--- src/rtl/btn_debouncer_if.sv ---
// Button front-end signal bundle: raw button in, debounced level and strobes out.
// The debouncer owns the master side; the consumer (game logic or bench) owns the slave side.
interface btn_debouncer_if;
  logic btn_in;
  logic db;
  logic scen;
  logic mcen;
  logic ccen;

  modport master (
    input  btn_in,
    output db,
    output scen,
    output mcen,
    output ccen
  );

  modport slave (
    output btn_in,
    input  db,
    input  scen,
    input  mcen,
    input  ccen
  );
endinterface

--- src/rtl/btn_debouncer.sv ---
// Pushbutton debouncer: 2-flop synchronizer, one shared counter, Moore FSM producing a clean
// level (db), a press strobe (scen), an auto-repeat strobe (mcen) and a held enable (ccen).
module btn_debouncer #(
  parameter int DEBOUNCE_CYCLES = 4_000_000,
  parameter int HOLD_CYCLES     = 50_000_000,
  parameter int REPEAT_CYCLES   = 10_000_000,
  parameter int CNT_W           = 27
) (
  input  logic              clk,
  input  logic              reset,
  btn_debouncer_if.master   bus
);

  typedef enum logic [2:0] {
    INI     = 3'd0,
    WQ      = 3'd1,
    SCEN_ST = 3'd2,
    HOLD    = 3'd3,
    MCEN_ST = 3'd4,
    REPEAT  = 3'd5,
    WFR     = 3'd6
  } state_t;

  localparam logic [CNT_W-1:0] DB_LAST   = CNT_W'(DEBOUNCE_CYCLES - 1);
  localparam logic [CNT_W-1:0] HOLD_LAST = CNT_W'(HOLD_CYCLES - 1);
  localparam logic [CNT_W-1:0] REP_LAST  = CNT_W'(REPEAT_CYCLES - 1);
  localparam logic [CNT_W-1:0] CNT_ONE   = CNT_W'(1);

  logic             s1_q, s2_q;
  state_t           state_q, state_d;
  logic [CNT_W-1:0] cnt_q, cnt_d;
  logic             db_q, db_d;
  logic             scen_q, scen_d;
  logic             mcen_q, mcen_d;
  logic             ccen_q, ccen_d;

  // Next-state and counter; the counter clears on every transition by default
  always_comb begin
    state_d = state_q;
    cnt_d   = '0;
    case (state_q)
      INI: begin
        if (s2_q) state_d = WQ;
      end
      WQ: begin
        if (!s2_q)                state_d = INI;
        else if (cnt_q == DB_LAST) state_d = SCEN_ST;
        else                      cnt_d   = cnt_q + CNT_ONE;
      end
      SCEN_ST: state_d = HOLD;
      HOLD: begin
        if (!s2_q) begin
          // The low sample that leaves HOLD is the first of the release run
          state_d = WFR;
          cnt_d   = CNT_ONE;
        end else if (cnt_q == HOLD_LAST) begin
          state_d = MCEN_ST;
        end else begin
          cnt_d = cnt_q + CNT_ONE;
        end
      end
      MCEN_ST: state_d = REPEAT;
      REPEAT: begin
        if (!s2_q) begin
          state_d = WFR;
          cnt_d   = CNT_ONE;
        end else if (cnt_q == REP_LAST) begin
          state_d = MCEN_ST;
        end else begin
          cnt_d = cnt_q + CNT_ONE;
        end
      end
      WFR: begin
        if (s2_q)                  state_d = HOLD;
        else if (cnt_q == DB_LAST) state_d = INI;
        else                       cnt_d   = cnt_q + CNT_ONE;
      end
      default: state_d = INI;
    endcase
  end

  // Outputs are decoded from the next state so they register together with it
  always_comb begin
    db_d   = 1'b0;
    scen_d = 1'b0;
    mcen_d = 1'b0;
    ccen_d = 1'b0;
    case (state_d)
      SCEN_ST: begin db_d = 1'b1; scen_d = 1'b1; mcen_d = 1'b1; ccen_d = 1'b1; end
      HOLD:    begin db_d = 1'b1; ccen_d = 1'b1; end
      MCEN_ST: begin db_d = 1'b1; mcen_d = 1'b1; ccen_d = 1'b1; end
      REPEAT:  begin db_d = 1'b1; ccen_d = 1'b1; end
      WFR:     begin db_d = 1'b1; end
      default: ;
    endcase
  end

  always_ff @(posedge clk or posedge reset) begin
    if (reset) begin
      s1_q    <= 1'b0;
      s2_q    <= 1'b0;
      state_q <= INI;
      cnt_q   <= '0;
      db_q    <= 1'b0;
      scen_q  <= 1'b0;
      mcen_q  <= 1'b0;
      ccen_q  <= 1'b0;
    end else begin
      s1_q    <= bus.btn_in;
      s2_q    <= s1_q;
      state_q <= state_d;
      cnt_q   <= cnt_d;
      db_q    <= db_d;
      scen_q  <= scen_d;
      mcen_q  <= mcen_d;
      ccen_q  <= ccen_d;
    end
  end

  assign bus.db   = db_q;
  assign bus.scen = scen_q;
  assign bus.mcen = mcen_q;
  assign bus.ccen = ccen_q;

endmodule

--- src/flat_wrapper.sv ---
// flat-port wrapper written by rule: the top's interface ports become plain ports
module btn_debouncer_flat 
#(
  parameter int DEBOUNCE_CYCLES = 4_000_000,
  parameter int HOLD_CYCLES     = 50_000_000,
  parameter int REPEAT_CYCLES   = 10_000_000,
  parameter int CNT_W           = 27
)
  (clk, reset, bus_btn_in, bus_db, bus_scen, bus_mcen, bus_ccen);
  btn_debouncer_if bus_i ();
  input  logic clk;
  input  logic reset;
  input wire logic [$bits(bus_i.btn_in)-1:0] bus_btn_in;
  output wire logic [$bits(bus_i.db)-1:0] bus_db;
  output wire logic [$bits(bus_i.scen)-1:0] bus_scen;
  output wire logic [$bits(bus_i.mcen)-1:0] bus_mcen;
  output wire logic [$bits(bus_i.ccen)-1:0] bus_ccen;
  assign bus_i.btn_in = bus_btn_in;
  assign bus_db = bus_i.db;
  assign bus_scen = bus_i.scen;
  assign bus_mcen = bus_i.mcen;
  assign bus_ccen = bus_i.ccen;
  btn_debouncer #(.DEBOUNCE_CYCLES(DEBOUNCE_CYCLES), .HOLD_CYCLES(HOLD_CYCLES), .REPEAT_CYCLES(REPEAT_CYCLES), .CNT_W(CNT_W)) u_core (.clk(clk), .reset(reset), .bus(bus_i));
endmodule
--- config.mk ---
export PLATFORM = sky130hd
export DESIGN_NAME = btn_debouncer_flat
export DESIGN_NICKNAME = d
export VERILOG_FILES = /design/src/rtl/btn_debouncer_if.sv /design/src/rtl/btn_debouncer.sv /design/src/flat_wrapper.sv
export SDC_FILE = /design/constraint.sdc
export NUM_CORES = 1
export LEC_CHECK = 0
export BUFFER_PORTS_ARGS = -buffer_cell sky130_fd_sc_hd__buf_4
export CAP_MARGIN = 10
export CORE_ASPECT_RATIO = 0.5
export CORE_MARGIN = 3
export CORE_UTILIZATION = 31
export DETAILED_ROUTE_END_ITERATION = 12
export GPL_ROUTABILITY_DRIVEN = 0
export MAX_ROUTING_LAYER = met4
export PLACE_DENSITY = 0.58
export SETUP_SLACK_MARGIN = 0.2
export SYNTH_ARGS = -nofsm -noshare
export SYNTH_HDL_FRONTEND = slang
export SYNTH_SLANG_ARGS = --single-unit
--- constraint.sdc ---
create_clock -name clk -period 2.29 [get_ports clk]
set_input_delay 0.1145 -clock clk [delete_from_list [all_inputs] [get_ports clk]]
set_output_delay 0.1145 -clock clk [all_outputs]
set_load 0.02 [all_outputs]
### After elaboration in Yosys (flattened, before gate mapping)

Index checks and enable logic that the tools add are counted.

* register bits after elaboration: 36
* input bits: 3
* output and inout bits: 4
* logic and storage cells: 49

* $add $sub $neg: 1
* equal/unequal tests: 14
* muxes and demuxes: 22
* reductions and logical operators: 4

Operator list (count)
* 27-bit 2-to-1 mux: 7
* 27-bit case mux with 4 select lines: 1
* 27-bit by 1-bit adder with 27-bit output, second input constant: 1
* 27-bit by 22-bit == test with 1-bit output, second input constant: 1
* 27-bit by 24-bit == test with 1-bit output, second input constant: 1
* 27-bit by 26-bit == test with 1-bit output, second input constant: 1
* 3-bit 2-to-1 mux: 9
* 3-bit case mux with 7 select lines: 1
* 3-bit == test, second input constant: 6
* 3-bit by 2-bit == test with 1-bit output, second input constant: 4
* 5-bit OR reduction: 1
* 1-bit 2-to-1 mux: 4
* 4-bit OR reduction: 1
* 3-bit by 1-bit == test with 1-bit output, second input constant: 1
* 3-bit logical NOT: 1
* 2-bit OR reduction: 1

### Logic depth before layout (Yosys ltp)

Gate-level depths: netlist (run 1).

* depth after elaboration: 7
* mapped depth: 8
* mapped depth without buffers: 6

### Worst setup path after synthesis (run 1)

No wires, ideal clock.

* kind: reg-to-reg
* start point: register u_core.cnt_q[0]
* end point: register u_core.cnt_q[13]
* setup time: 127 ps
* data arrival time: 2161 ps
* data required time: 2163 ps
* setup slack: 2 ps
* cell stages (with the launch flop): 9
* path buffers: 2
* clock period less this slack: 2288 ps
* path through: dfrtp_1 -> ha_1 -> nand4_1 -> or4_1 -> buf_2 -> o31a_1 -> o211ai_4 -> buf_6 -> a211oi_1

* cells in the longest elaborated chain, start to end: 4
* elaborated cells on any way between the ends: 12
* those cells by class: add/sub (1); eq/ne (3); mux (8)

RTL lines
* start: declaration: RTL line btn_debouncer.sv:31 `logic [CNT_W-1:0] cnt_q, cnt_d;`
* start signal: assignment: RTL line btn_debouncer.sv:112 `cnt_q <= cnt_d;`
* 27-bit by 1-bit adder with 27-bit output, or another cell as far along
* 27-bit 2-to-1 mux (on tied branches) (2 in a row)
* 27-bit case mux with 4 select lines (*): RTL line btn_debouncer.sv:41 `case (state_q)`
* net u_core.cnt_d[13]: RTL line btn_debouncer.sv:31

The timed path passes the listed nets; every way through them passes the cells marked *.

### Final worst setup path (run 1)

* start point: register u_core.cnt_q[9]
* end point: register u_core.cnt_q[17]

Same word-level chain as after synthesis.

==> flow_summary_export.csv, run 1 <==
group,metric,value,unit
power,power.share.switching,21.1,%
timing,fmax,457,MHz
drt,drc,0,
floorplanning,rows,20,
power,vdd_drop_max,0.000261,V
timing,worst_pin_slew,0.510,ns
run,max-cap-violations,0,
min_path,worstHoldStart,"u_core.s1_q",
clocking,cts_buffer_depth,2,
final_layout,multi_input_area,0.00120,mm²
power,intPower,1190,µW
final_layout,fillerInstances,602,
synth,synth_edf_count,0,
timing,slew_violations,0,
clocking,htreeDepth,2,
timing,worst_slack,0.102,ns
placement,hpwl,3490,µm
placement,pre_cts_ws,0.0639,ns
drt,drt_iter0_markers,117,
critical_path,r2r_setup_slack,0.10,ns
critical_path,worstSetupPathType,"register to register",
clocking,cts_tree,"built",
floorplanning,fp.dieH,65.4,µm
drt,vias,1836,
critical_path,reg2reg_from,"u_core.cnt_q[9]",
drt,drt.antenna.violating_nets,0,
critical_path,worstSetupStartpointType,"register",
floorplanning,die_x,125,µm
floorplanning,start_util,34.0,%
timing,fin_crit,2.19,ns
global_route,grt_max_degree,37,
final_layout,stdcell_count,337,
power,seq_power_share,42.8,%
critical_path,cp.required,2.45,ns
synth,syn_nets,230,
clocking,cts_buffers,5,
drt,via_per_inst,5.45,
min_path,hold_depth,0,
timing,slew_headroom,65.6,%
min_path,hold-path-endpoint,"u_core.s2_q",
critical_path,arrival,2.34,ns
final_layout,drive_above_1_share,21.7,%
power,p_sw,319,µW
clocking,clock_latency,0.28,ns
outcome,run_status,"finished clean",
timing,timing.final.crit_share,95.6,%
power,power_density,562,mW/mm²
synth,yosysSeqAreaShare,41.2,%
placement,place_inst,324,
power,pwr-share-comb,6.8,%
timing,finClkSkew,0.00508,ns
timing,hold_viol,0,
timing,tns,0,ns
drt,drt-total-wl,5130,µm
critical_path,cp_max_fo,26,
clocking,path_clk_slew,0.05,ns
critical_path,ff2ff_path_depth,6,
clocking,cts_root_buf,"clkbuf_16",
final_layout,syn_to_final_growth,22.9,%
power,leakage,0.000996,µW
synth,synth.avg_cell_area,9.67,µm²
synth,ys.flop_type,"dfrtp_1",
critical_path,r2r-end,"u_core.cnt_q[17]",
timing,rsz0062_at_grt,"yes",
global_route,grt_pass1_vias,1831,
global_route,antenna_found_initial,0,
global_route,overflow,0,
synth,yosysUniqueCellTypes,47,
floorplanning,io_pins,7,
power,clkPwrFrac,50.4,%
final_layout,fin_nets,252,
final_layout,final_cell_mix,"36 x dfrtp_1, 25 x buf_4, 21 x xnor2_1, 21 x a211oi_1, 18 x nand2_1",
floorplanning,die-area,0.00815,mm²
critical_path,worst_setup_path_end_kind,"register",
synth,ys_warn_count,0,
global_route,grt_util_all_layers,14.1,%
drt,firstDrtPassIters,4,
clocking,clkSinkCount,36,
floorplanning,core,0.00643,mm²
synth,netlist_instances,226,
final_layout,layout_commonest_cell,"dfrtp_1",
final_layout,finish.utilization,41.8,%
synth,ys_seq_elements,36,
placement,io_buffer_count,6,
synth,synth_area,0.00218,mm²
final_layout,seq_area,901,µm²
timing,setup_viol,0,
min_path,hold_path.class,"register to register",
drt,wl_per_cell,15.2,µm
global_route,grt_pass1_wl,8910,µm
final_layout,num_antenna_cells,0,
synth,synthArstFlopShare,100,%
## worst max-delay path, cell delays in order (launching register included)
cell and delay [ns]:
dfrtp_1 0.38, or3b_4 0.40, or4_4 0.47, o31a_1 0.30, o211ai_4 0.19, buf_12 0.21, a211oi_1 0.10
## repair_timing
action | CTS | global route
pin swaps | 2 | 1
hold endpoints to repair | 37 | 0
resized for setup | 1 | 4
buffers inserted | 2 | 1
setup endpoints to repair | 29 | 31
hold buffers | 2 | 0
## power groups by stage
stage | clock network, µW | logic (µW) | registers (µW)
2_1_floorplan | 0 | 67.7 | 656
5_1_grt | 812 | 113 | 647
3_5_place_dp | 0 | 99.1 | 658
4_1_cts | 789 | 102 | 646
6_report | 761 | 102 | 646
3_3_place_gp | 0 | 97.5 | 657
## registers in the layout (all words and copies together) (netlist names)
| register | flops |
|---|---|
| u_core.cnt_q | 27 |
| u_core.state_q | 3 |
| u_core.bus.ccen | 1 |
| u_core.bus.db | 1 |
| u_core.bus.mcen | 1 |
| u_core.bus.scen | 1 |
| u_core.s1_q | 1 |
| u_core.s2_q | 1 |
## cells in the mapped netlist (2+ instances only)
cell type	count	area share (%)
a211oi_1	21	7.2
a21oi_1	4	0.92
nor2b_1	2	0.57
nor4b_1	2	0.80
and3_1	3	0.86
buf_6	2	1.0
nor3_1	8	1.8
xnor2_1	21	8.4
o31ai_1	2	0.69
a31oi_1	3	0.86
inv_1	9	1.5
xor2_1	4	1.6
nand4_1	5	1.4
nor4_1	10	2.9
dfrtp_1	36	41
clkbuf_1	8	1.4
nand3_1	12	2.7
buf_2	4	0.92
or4_1	2	0.69
nor2_1	12	2.1
a211oi_2	6	3.4
nand2_1	18	3.1
buf_4	2	0.69
or2_2	2	0.57
o21ai_0	4	0.92
o31a_1	2	0.80
a21o_1	2	0.69
## worst max-delay path by stage
stage / endpoint / cells after the start / from / slack [ns]
4_1_cts: u_core.cnt_q[17] / 6 / u_core.cnt_q[10] / 0.13
2_1_floorplan: u_core.cnt_q[13] / 7 / u_core.cnt_q[9] / 0.07
6_report: u_core.cnt_q[17] / 6 / u_core.cnt_q[9] / 0.10
3_3_place_gp: u_core.cnt_q[0] / 5 / u_core.cnt_q[9] / 0.09
3_5_place_dp: u_core.cnt_q[17] / 6 / u_core.cnt_q[9] / 0.06
5_1_grt: u_core.cnt_q[18] / 7 / u_core.cnt_q[0] / 0.04
## metal layers
metal	part of all wire (%)	GRT usage [%]	vias to the layer above	wire length (µm)
li1	-	-	883	-
met1	49	18.0	912	2500
met2	45	21.4	29	2290
met3	3.9	3.33	12	200
met4	2.6	6.83	0	133
met5	0	-	-	0
## stage by stage
stage / hold slack [ns] / area [µm²] / power (µW)
2_1_floorplan: 0.146 / 2210 / 724
3_3_place_gp: 0.225 / 2460 / 755
3_5_place_dp: 0.229 / 2460 / 757
4_1_cts: 0.351 / 2660 / 1540
5_1_grt: 0.354 / 2690 / 1570
6_report: 0.349 / 2690 / 1510
## final cells by class
| type | instances | area share (%) |
|---|---|---|
| clock inverter | 2 | 1.30 |
| sequential | 36 | 33.6 |
| timing repair buffer | 31 | 10.4 |
| clock buffer | 6 | 4.80 |
| multi-input combinational | 165 | 44.6 |
| inverter | 9 | 1.26 |
| tap | 88 | 4.10 |
## kinds of logic (layout without fill, tap and decap cells)
logic type      after synthesis  in the layout  synth area share, %
flops                        36             36                 41.2
xor+xnor                     25             25                 10.0
compound gates               54             54                 21.0
buf+inv                      25             48                 5.56
fa+ha+maj                     1              1                0.573
simple gates                 85             85                 21.7
No activity file was read; power rests on OpenSTA's default activity.
==> run 2, diff against run 1 <==
RECOVER_POWER = 50   (was not set)
==> flow_summary_export.csv, run 2 (synthesis gave the netlist of run 1 again) <==
group,metric,value,unit
global_route,grt_util_all_layers,14.1,%
drt,drc,0,
placement,pre_cts_ws,0.0639,ns
timing,slew_violations,0,
timing,slew_headroom,39.0,%
global_route,grt_pass1_vias,1831,
final_layout,syn_to_final_growth,22.1,%
drt,drt.antenna.violating_nets,0,
drt,firstDrtPassIters,4,
final_layout,largest_reg_flops,27,
global_route,antenna_found_initial,0,
timing,finClkSkew,0.00624,ns
final_layout,largest-register,"u_core.cnt_q",
timing,timing.final.crit_share,95.9,%
outcome,run_status,"finished clean",
timing,setup_viol,0,
placement,io_buffer_count,6,
clocking,cts_buffer_depth,2,
power,clkPwrFrac,50.5,%
run,max-cap-violations,0,
power,leakage,0.000978,µW
clocking,path_clk_slew,0.06,ns
timing,hold_viol,0,
drt,routed.top_layer,"met4",
power,vdd_drop_max,0.000261,V
critical_path,cp_max_fo,5,
final_layout,layout_commonest_cell,"dfrtp_1",
clocking,cts_tree,"built",
clocking,cts_buffers,5,
critical_path,arrival,2.35,ns
power,power.share.switching,21.2,%
final_layout,drive_above_1_share,20.1,%
final_layout,num_antenna_cells,0,
global_route,grt_pass1_wl,8910,µm
clocking,htreeDepth,2,
timing,fmax,455,MHz
floorplanning,die-area,0.00815,mm²
placement,hpwl,3490,µm
final_layout,final_cell_mix,"36 x dfrtp_1, 21 x xnor2_1, 21 x a211oi_1, 18 x nand2_1, 18 x buf_4",
timing,tns,0,ns
drt,via_per_inst,5.47,
timing,worst_slack,0.0937,ns
power,intPower,1190,µW
timing,worst_pin_slew,0.915,ns
floorplanning,core,0.00643,mm²
drt,wl_per_cell,15.3,µm
drt,drt-total-wl,5160,µm
power,pwr-share-comb,6.7,%
timing,hold_ws,0.349,ns
timing,rsz0062_at_grt,"yes",
global_route,overflow,0,
drt,drt-met1-wl,2470,µm
final_layout,biggestRegsByFlops,"u_core.cnt_q (27), u_core.state_q (3)",
drt,wl_met2,2290,µm
floorplanning,start_util,34.0,%
final_layout,fin_nets,252,
timing,fin_crit,2.20,ns
critical_path,worst_setup_path_end_kind,"register",
drt,wl_met3,265,µm
power,power_density,566,mW/mm²
floorplanning,fp.dieH,65.4,µm
global_route,grt_max_degree,37,
clocking,clock_latency,0.28,ns
floorplanning,io_pins,7,
floorplanning,rows,20,
critical_path,worstSetupPathType,"register to register",
clocking,clkSinkCount,36,
power,p_sw,321,µW
power,seq_power_share,42.8,%
critical_path,worstSetupStartpointType,"register",
floorplanning,die_x,125,µm
final_layout,fillerInstances,607,
drt,drt_iter0_markers,122,
drt,vias,1842,
critical_path,cp.required,2.44,ns
min_path,hold_path.class,"register to register",
clocking,cts_root_buf,"clkbuf_16",
-- run 2: changes by cell type in the layout (fill, tap and decap cells not counted), sizes merged --
cell	before	now
buf	29	22
clkbuf	6	13
-- run 2: final cells by class --
cell class                 instances  area (µm²)  area share [%]
clock buffer                       6         129            4.83
clock inverter                     2        35.0            1.31
inverter                           9        33.8            1.27
multi-input combinational        165        1200            44.9
sequential                        36         901            33.8
tap                               88         110            4.13
timing repair buffer              31         262            9.80
-- run 2: repair_timing --
action / in CTS / in global routing
hold buffers: 2 / 0
pin swaps: 2 / 1
setup buffers: 2 / 1
endpoints found under the setup margin: 29 / 31
hold endpoints to repair: 37 / 0
gates resized for setup: 1 / 4
-- run 2: worst max-delay path, stage by stage, from the launching register on --
cell and delay (ns):
dfrtp_1 0.38, or3b_4 0.40, or4_4 0.47, o311a_1 0.38
o21a_1 0.17, a311o_1 0.28
-- run 2: path summary, 6_finish.rpt --
| path | start | end | slack, ns | cells past startpoint |
|---|---|---|---|---|
| max in group asynchronous | reset | u_core.cnt_q[21] | 1.04 | 4 |
| hold reg to reg | u_core.s1_q | u_core.s2_q | 0.35 | 0 |
| min in group asynchronous | reset | u_core.bus.scen | 0.68 | 4 |
| hold / removal | u_core.s1_q | u_core.s2_q | 0.35 | 0 |
| setup / recovery | u_core.cnt_q[9] | u_core.cnt_q[0] | 0.09 | 5 |
| setup reg to reg | u_core.cnt_q[9] | u_core.cnt_q[0] | 0.09 | 5 |
-- run 2: stage by stage --
stage | utilization, % | cells | area [µm²] | total power [µW]
floorplan | - | 226 | 2210 | 724
global placement | 38.2 | 324 | 2460 | 755
detailed placement | 38.2 | 324 | 2460 | 757
CTS | 41.4 | 336 | 2660 | 1540
global route | 41.5 | 337 | 2670 | 1570
finish | 41.5 | 337 | 2670 | 1510
-- run 2: power groups by stage --
stage | Clock (µW) | Sequential (µW) | Combinational (µW)
detailed placement | 0 | 658 | 99.1
floorplan | 0 | 656 | 67.7
global placement | 0 | 657 | 97.5
global route | 812 | 647 | 112
CTS | 789 | 646 | 102
finish | 762 | 647 | 102
-- run 2: layer usage --
metal / GRT usage [%] / vias up
met5: - / -
met4: 6.83 / 0
met3: 3.33 / 12
met2: 21.4 / 51
met1: 18.0 / 897
li1: - / 882
